--- config.mk ---
export PLATFORM = sky130hd
export DESIGN_NAME = hazard_ctrl
export DESIGN_NICKNAME = d
export VERILOG_FILES = /design/src/rtl/cpu_pkg.sv /design/src/rtl/hz_scoreboard.sv /design/src/rtl/hazard_ctrl.sv
export SDC_FILE = /design/constraint.sdc
export NUM_CORES = 1
export LEC_CHECK = 0
export ABC_AREA = 1
export CORE_MARGIN = 3
export CORE_UTILIZATION = 40
export DETAILED_ROUTE_END_ITERATION = 16
export HOLD_SLACK_MARGIN = 0.15
export SYNTH_ARGS = -nofsm -noshare
export SYNTH_HDL_FRONTEND = slang
export SYNTH_HIERARCHICAL = 1
export SYNTH_SLANG_ARGS = --single-unit
--- constraint.sdc ---
create_clock -name clk -period 2.26 [get_ports clk]
set_input_delay 0.339 -clock clk [delete_from_list [all_inputs] [get_ports clk]]
set_output_delay 0.339 -clock clk [all_outputs]
set_load 0.03 [all_outputs]
--- src/rtl/cpu_pkg.sv ---
// Shared pipeline types for hazard control: scoreboard entry, forward selects, FSM states.
package cpu_pkg;

  localparam logic [4:0] XZR       = 5'd31;
  localparam int         SB_STAGES = 3;   // EX, MEM, WB
  localparam int         NUM_SRC   = 2;   // Rn, Ab

  typedef enum logic [1:0] {
    FWD_RF    = 2'd0,
    FWD_EXMEM = 2'd1,
    FWD_MEMWB = 2'd2
  } fwd_sel_t;

  typedef enum logic [1:0] {
    RUN   = 2'd0,
    STALL = 2'd1,
    FLUSH = 2'd2
  } hz_state_t;

  typedef struct packed {
    logic       valid;
    logic [4:0] rd;
    logic       load;
    logic       setflags;
  } sb_entry_t;

  // XZR reads are hardwired zero, so they never depend on an older writer
  function automatic logic src_hit(input sb_entry_t e, input logic use_src,
                                   input logic [4:0] src);
    return use_src && e.valid && (e.rd == src) && (src != XZR);
  endfunction

endpackage

--- src/rtl/hz_scoreboard.sv ---
// Three-stage destination scoreboard (EX/MEM/WB) with per-source, per-stage hit vector.
module hz_scoreboard
  import cpu_pkg::*;
(
  input  logic                         clk,
  input  logic                         rst_n,
  input  logic                         stall,
  input  logic                         ins_valid,
  input  logic [4:0]                   ins_rd,
  input  logic                         ins_load,
  input  logic                         ins_setflags,
  input  logic [NUM_SRC*5-1:0]         src_regs,
  input  logic [NUM_SRC-1:0]           src_use,
  output logic [NUM_SRC*SB_STAGES-1:0] hit,
  output logic                         ex_load,
  output logic                         ex_setflags
);

  // index 0 = EX (youngest), SB_STAGES-1 = WB
  sb_entry_t [SB_STAGES-1:0] sb_q;
  sb_entry_t                 ex_d;

  always_comb begin
    ex_d = '0;
    if (!stall) begin
      ex_d.valid    = ins_valid;
      ex_d.rd       = ins_rd;
      ex_d.load     = ins_load;
      ex_d.setflags = ins_setflags;
    end
  end

  always_ff @(posedge clk or negedge rst_n) begin
    if (!rst_n) sb_q <= '0;
    else        sb_q <= {sb_q[SB_STAGES-2:0], ex_d};
  end

  for (genvar s = 0; s < NUM_SRC; s++) begin : g_src
    for (genvar st = 0; st < SB_STAGES; st++) begin : g_stage
      assign hit[s*SB_STAGES+st] = src_hit(sb_q[st], src_use[s], src_regs[s*5 +: 5]);
    end
  end

  assign ex_load     = sb_q[0].valid & sb_q[0].load;
  assign ex_setflags = sb_q[0].setflags;

endmodule

--- src/rtl/hazard_ctrl.sv ---
// Pipeline hazard control: stall/flush FSM, operand forwarding, stall counter.
// Build option: HAZARD_FWD_EN enables EX/MEM forwarding; without it every EX/MEM match stalls.
module hazard_ctrl
  import cpu_pkg::*;
(
  input  logic        clk,
  input  logic        rst_n,
  input  logic        id_valid,
  input  logic [4:0]  id_Rn,
  input  logic [4:0]  id_Ab,
  input  logic        id_use_a,
  input  logic        id_use_b,
  input  logic [4:0]  id_Rd,
  input  logic        id_RegWrite,
  input  logic        id_MemRead,
  input  logic        id_SetFlags,
  input  logic        id_UseFlags,
  input  logic        id_BrTaken,
  output logic        pc_write_en,
  output logic        ifid_write_en,
  output logic        idex_bubble,
  output logic        ifid_flush,
  output logic [1:0]  fwd_a,
  output logic [1:0]  fwd_b,
  output logic [31:0] stall_cycles
);

  logic [NUM_SRC*5-1:0]         src_regs;
  logic [NUM_SRC-1:0]           src_use;
  logic [NUM_SRC*SB_STAGES-1:0] hit;
  logic                         ex_load, ex_setflags;
  logic                         hazard, stall;
  hz_state_t                    state;

  assign src_regs = {id_Ab, id_Rn};
  assign src_use  = {id_use_b, id_use_a} & {NUM_SRC{id_valid}};

  hz_scoreboard u_sb (
    .clk          (clk),
    .rst_n        (rst_n),
    .stall        (stall),
    .ins_valid    (id_valid & id_RegWrite),
    .ins_rd       (id_Rd),
    .ins_load     (id_valid & id_MemRead),
    .ins_setflags (id_valid & id_SetFlags),
    .src_regs     (src_regs),
    .src_use      (src_use),
    .hit          (hit),
    .ex_load      (ex_load),
    .ex_setflags  (ex_setflags)
  );

`ifndef HAZARD_FWD_EN
  // WB producers are covered by write-before-read in the register file
  localparam logic [SB_STAGES-1:0] NOFWD_STALL_MASK = 3'b011;
`endif

  always_comb begin
    hazard = id_valid & id_UseFlags & ex_setflags;
    for (int s = 0; s < NUM_SRC; s++) begin
      hazard |= hit[s*SB_STAGES] & ex_load;
`ifndef HAZARD_FWD_EN
      hazard |= |(hit[s*SB_STAGES +: SB_STAGES] & NOFWD_STALL_MASK);
`endif
    end
  end

  // the instruction in ID during FLUSH is being squashed; it must not hold the PC
  assign stall         = hazard & (state != FLUSH);
  assign pc_write_en   = ~stall;
  assign ifid_write_en = ~stall;
  assign idex_bubble   = stall;

`ifdef HAZARD_FWD_EN
  fwd_sel_t fwd_sel [NUM_SRC];

  always_comb begin
    for (int s = 0; s < NUM_SRC; s++) begin
      casez (hit[s*SB_STAGES +: SB_STAGES] & {{(SB_STAGES-1){1'b1}}, ~ex_load})
        3'b??1:  fwd_sel[s] = FWD_EXMEM;
        3'b?10:  fwd_sel[s] = FWD_MEMWB;
        default: fwd_sel[s] = FWD_RF;
      endcase
    end
  end

  assign fwd_a = fwd_sel[0];
  assign fwd_b = fwd_sel[1];
`else
  assign fwd_a = FWD_RF;
  assign fwd_b = FWD_RF;
`endif

  // a branch held in ID by a stall is re-evaluated on the following cycle,
  // so STALL may chain into another STALL or into FLUSH
  always_ff @(posedge clk or negedge rst_n) begin
    if (!rst_n) begin
      state      <= RUN;
      ifid_flush <= 1'b0;
    end else begin
      ifid_flush <= 1'b0;
      case (state)
        RUN, STALL: begin
          if (stall) begin
            state <= STALL;
          end else if (id_valid && id_BrTaken) begin
            state      <= FLUSH;
            ifid_flush <= 1'b1;
          end else begin
            state <= RUN;
          end
        end
        default: state <= RUN;
      endcase
    end
  end

  always_ff @(posedge clk or negedge rst_n) begin
    if (!rst_n)                                  stall_cycles <= '0;
    else if (stall && (stall_cycles != '1))      stall_cycles <= stall_cycles + 32'd1;
  end

endmodule

-- Yosys cells after proc, flatten, opt, wreduce, memory -nomap -nowiden
Index checks and enable logic that the tools add are counted.
- add/subtract/negate cells: 1
- muxes and demuxes: 7
- equality and inequality tests: 9
- bitwise gates (word level): 15
- reductions and logical operators: 18
- operators by type and width (kind ; count):
    $add 32x1->32 const B ; 1
    $ne 32x32->1 const B ; 1
    $eq 5x5->1 ; 4
    $logic_and 1x1->1 ; 14
    $ne 5x5->1 const B ; 2
    $and 1x1->1 ; 9
    $mux 8 ; 1
    $mux 2 ; 3
    $reduce_or 2->1 ; 3
    $or 1x1->1 ; 4
    $mux 1 ; 3
    $and 2x2->2 ; 1
    $eq 2x1->1 const B ; 1
    $logic_not 2->1 ; 1
    $ne 2x2->1 const B ; 1
    $not 1->1 ; 1
- logic and storage cells: 59
- output and inout port bits: 40
- flip-flop bits (word level): 49

-- Depth between registers and ports, before layout
- depth in word-level cells: 12
- mapped depth: 17
- depth with buffers taken out: 16

-- Cells and area by module
Netlist, hierarchy kept.
- modules (own cells, without submodules) (module ; times used ; area an instance (µm²) ; sequential area each (µm²) ; cells each):
    hazard_ctrl ; 1 ; 2416.1 ; 850.8 ; 380
    hz_scoreboard ; 1 ; 1199.9 ; 500.5 ; 205

-- Worst setup path before layout
Ideal clock, no wire load.
- path type: input-to-reg
- start point: input id_use_b
- end point: register stall_cycles[29]
- path slack: 317 ps
- required time: 2194 ps
- stages on the path: 17
- arrival time: 1877 ps
- path through: nand2_1 inv_1 nand2_1 inv_1 nand2_1 nor2_1 nand2_1 nor2_1 nor2_1 nand3_1 nand2_1 inv_2 nand2_8 inv_6 buf_8 nand2_2 nand2_1
- cells in the longest elaborated chain, start to end: 9
- elaborated cells between the ends (all ways): 13
- those cells by class: bitwise (5); reduce/logical (8)
- ends and longest elaborated chain (item ; line ; text):
    from (decl) ; hazard_ctrl.sv:12 ; input logic id_use_b,
    $and 2x2->2 (*) ; hazard_ctrl.sv:36 ; assign src_use = {id_use_b, id_use_a} & {NUM_SRC{id_valid}};
    net src_use[1] ; hazard_ctrl.sv:29 ; logic [NUM_SRC-1:0] src_use;
    $logic_and 1x1->1 (*) (3 in series) ; cpu_pkg.sv:30 ; return use_src && e.valid && (e.rd == src) && (src != XZR);
    net hit[3] ; hazard_ctrl.sv:30 ; logic [NUM_SRC*SB_STAGES-1:0] hit;
    $and 1x1->1 ; hazard_ctrl.sv:61 ; hazard |= hit[s*SB_STAGES] & ex_load;
    $or 1x1->1 ; hazard_ctrl.sv:61 ;
    $or 1x1->1 (*) ; hazard_ctrl.sv:63 ; hazard |= |(hit[s*SB_STAGES +: SB_STAGES] & NOFWD_STALL_MASK);
    $and 1x1->1 (*) ; hazard_ctrl.sv:69 ; assign stall = hazard & (state != FLUSH);
    net idex_bubble ; hazard_ctrl.sv:21 ; output logic idex_bubble,
    $logic_and 1x1->1 (*) ; hazard_ctrl.sv:120 ; else if (stall && (stall_cycles != '1)) stall_cycles <= stall_cycles + 32'd1;
    to (signal assigned) ; hazard_ctrl.sv:120 ;
    to (decl) ; hazard_ctrl.sv:25 ; output logic [31:0] stall_cycles
The timed path passes the listed nets; every way through them passes the cells marked *.
A chain may end at the register's enable or synchronous reset.

-- Final worst setup path
- start point: input id_use_b
- end point: output ifid_write_en
- elaborated cells between the ends (all ways): 13
- those cells by class: bitwise (6); reduce/logical (7)
- RTL lines (item ; line ; text):
    $and 2x2->2 ; hazard_ctrl.sv:36 ;
    net src_use[1] ; hazard_ctrl.sv:29 ;
    $logic_and 1x1->1 (3 in series) ; cpu_pkg.sv:30 ;
    net hit[4] ; hazard_ctrl.sv:30 ;
    $reduce_or 2->1 ; hazard_ctrl.sv:63 ;
    $or 1x1->1 ; hazard_ctrl.sv:63 ;
    $and 1x1->1 ; hazard_ctrl.sv:69 ;
    $not 1->1 ; hazard_ctrl.sv:71 ; assign ifid_write_en = ~stall;
    to (decl) ; hazard_ctrl.sv:20 ; output logic ifid_write_en,
The timed path passes the listed nets, and every way through them passes these cells.

==> impl_metrics.json <==
{
  "finalNonFillerCells": 696,
  "num_vias": 3192,
  "leakage_nw": 2.154,
  "postCtsSetupBuffers": 0,
  "cts_buffers": 5,
  "die_w_um": 96.06,
  "worst_slack_ns": 0.1217,
  "grt_antenna_before_repair": 0,
  "ys_warn_count": 6,
  "dp_cells": 687,
  "finalSetupTns_ns": 0,
  "end_kind": "primary output",
  "power.density_nw_per_um2": 466.6,
  "path_clk_slew_ns": 0.08,
  "clk_root_buffer_cell": "clkbuf_8",
  "busiest_layer": "met2",
  "routed_wl_um": 8362,
  "ir_drop_v": 0.0005084,
  "post-place-ws_ns": -0.05269,
  "layout_commonest_cell": "nand2_1",
  "cts_tree": "done",
  "grt_pass1_vias": 3002,
  "area_growth_syn_to_layout_pct": 26.11,
  "power_mw": 1.909,
  "hp-class": "register to register",
  "via_per_inst": 4.586,
  "finalSetupViolations": 0,
  "holdWs_ns": 0.4310,
  "gp_congestion": 0.9057,
  "gr-total-overflow": 0,
  "met3_usage_pct": 3.518,
  "hpwl_um": 6375,
  "insertion_delay_ns": 0.31,
  "layout_common_cells": "nand2_1 (255), nor2_1 (81), inv_1 (53)",
  "rsz0062_at_grt": "false",
  "utilization_pct": 52.40,
  "postRouteAntennaNets": 0,
  "wire_per_inst_um": 12.01,
  "maxSlewViolCount": 0,
  "drtPass1Iterations": 6,
  "grt_max_degree": 28,
  "grtUsageMet2_pct": 31.57,
  "nets": 619,
  "final_layout_size_suffix_gt1_share_pct": 9.091,
  "drc": 0,
  "pin_count": 65,
  "fin_area_sq_um": 4091,
  "syn_area_sq_um": 3244,
  "grt_pass1_wl_um": 13740,
  "core.rowCount": 32,
  "cts_buffer_depth": 2,
  "core_region_area_sq_um": 7807,
  "met1_usage_pct": 25.55,
  "clock-skew-final_ns": 0.01107,
  "period_share_pct": 94.62,
  "crit_fanout": 3,
  "cp_top_family": "buffers and inverters",
  "max-slew-margin-rel_pct": 63.53,
  "fin_crit_ns": 2.138,
  "slowest_delay_ns": 0.46,
  "diodes": 0,
  "fmax_ghz": 0.4677,
  "worst_pin_slew_ns": 0.5470,
  "status": "complete, no violations",
  "path_class": "input pin to primary output",
  "syn_inst": 527,
  "max_cap_violations": 0,
  "synth_area_per_cell_sq_um": 6.156,
  "postPlaceCellArea_sq_um": 3925,
  "start_util_pct": 41.55,
  "grt_usage_pct": 19.20,
  "cp_cell_sequence": "clkdlybuf4s50_1 -> nand2_1 -> inv_2 -> nand2_2 -> inv_2 -> nand2_1 -> nor2_1 -> nand2_1 -> nor2_1 -> nor2_1 -> nand3_2 -> nand2_4 -> buf_6 -> buf_6",
  "hold_viol": 0,
  "cts-htree-levels": 2,
  "critPathSlowestCell": "clkdlybuf4s50_1",
  "numPortBuffers": 59,
  "critPathBufInv": 5,
  "fp.dieH_um": 96.06,
  "dieArea_sq_um": 9228,
  "drt_iter0_drc": 131,
  "critical_path_required_ns": 1.92,
  "cp-start-kind": "input pin",
  "cp.arrival_ns": 1.80,
  "cts.sinks": 47
}
where the power goes:
group | internal (mW) | switching [mW]
clock network | 0.280 | 0.296
registers | 0.882 | 0.0581
logic | 0.158 | 0.235
total | 1.32 | 0.589
layout make-up:
class	instances	area [sq um]
multi-input cells	407	1747
well taps	102	127.6
inverters	65	254.0
fillers	796	3716
clock buffers	8	100.1
repair buffers	67	686.9
flip-flops and latches	47	1176
sequential cells by signal (all words and copies together) (netlist names):
| signal | flops |
|---|---|
| u_sb/ex_setflags | 1 |
| state | 1 |
| u_sb/sb_q | 12 |
| stall_cycles | 32 |
| ifid_flush | 1 |
worst register-to-register path, cell delays in order (launching register included):
cell     delay, ns
dfrtp_1       0.43
ha_1          0.37
inv_2         0.10
nor2_4        0.16
nand2_4       0.09
nor2_8        0.15
nand2_4       0.09
nand2_8       0.08
buf_4         0.21
nand2_1       0.07
o21ai_1       0.07
final timing paths:
check / start / endpoint / slack [ns] / cells after the start
max: id_use_b / ifid_write_en / 0.12 / 14
min: u_sb/sb_q[7]$_DFF_PN0_ / u_sb/sb_q[15]$_DFF_PN0_ / 0.43 / 0
max reg2reg: stall_cycles[0]$_DFFE_PN0P_ / stall_cycles[2]$_DFFE_PN0P_ / 0.37 / 10
min in group asynchronous: rst_n / u_sb/sb_q[14]$_DFF_PN0_ / 0.55 / 2
max in group asynchronous: rst_n / stall_cycles[4]$_DFFE_PN0P_ / 1.17 / 3
min reg2reg: u_sb/sb_q[7]$_DFF_PN0_ / u_sb/sb_q[15]$_DFF_PN0_ / 0.43 / 0
metal layers:
layer  wire length (um)  vias to the layer above
li1                   -                     1682
met1               3960                     1422
met2               3841                       74
met3                403                       14
met4                157                        0
met5                  0                        -
repair_timing:
item,in CTS,in global routing
hold buffers,1,0
pin swaps,0,10
setup endpoints to repair,3,3
hold endpoints to repair,21,0
cloned,0,0
resized for setup,6,22
Note: power is estimated with default switching activity, not from simulation.
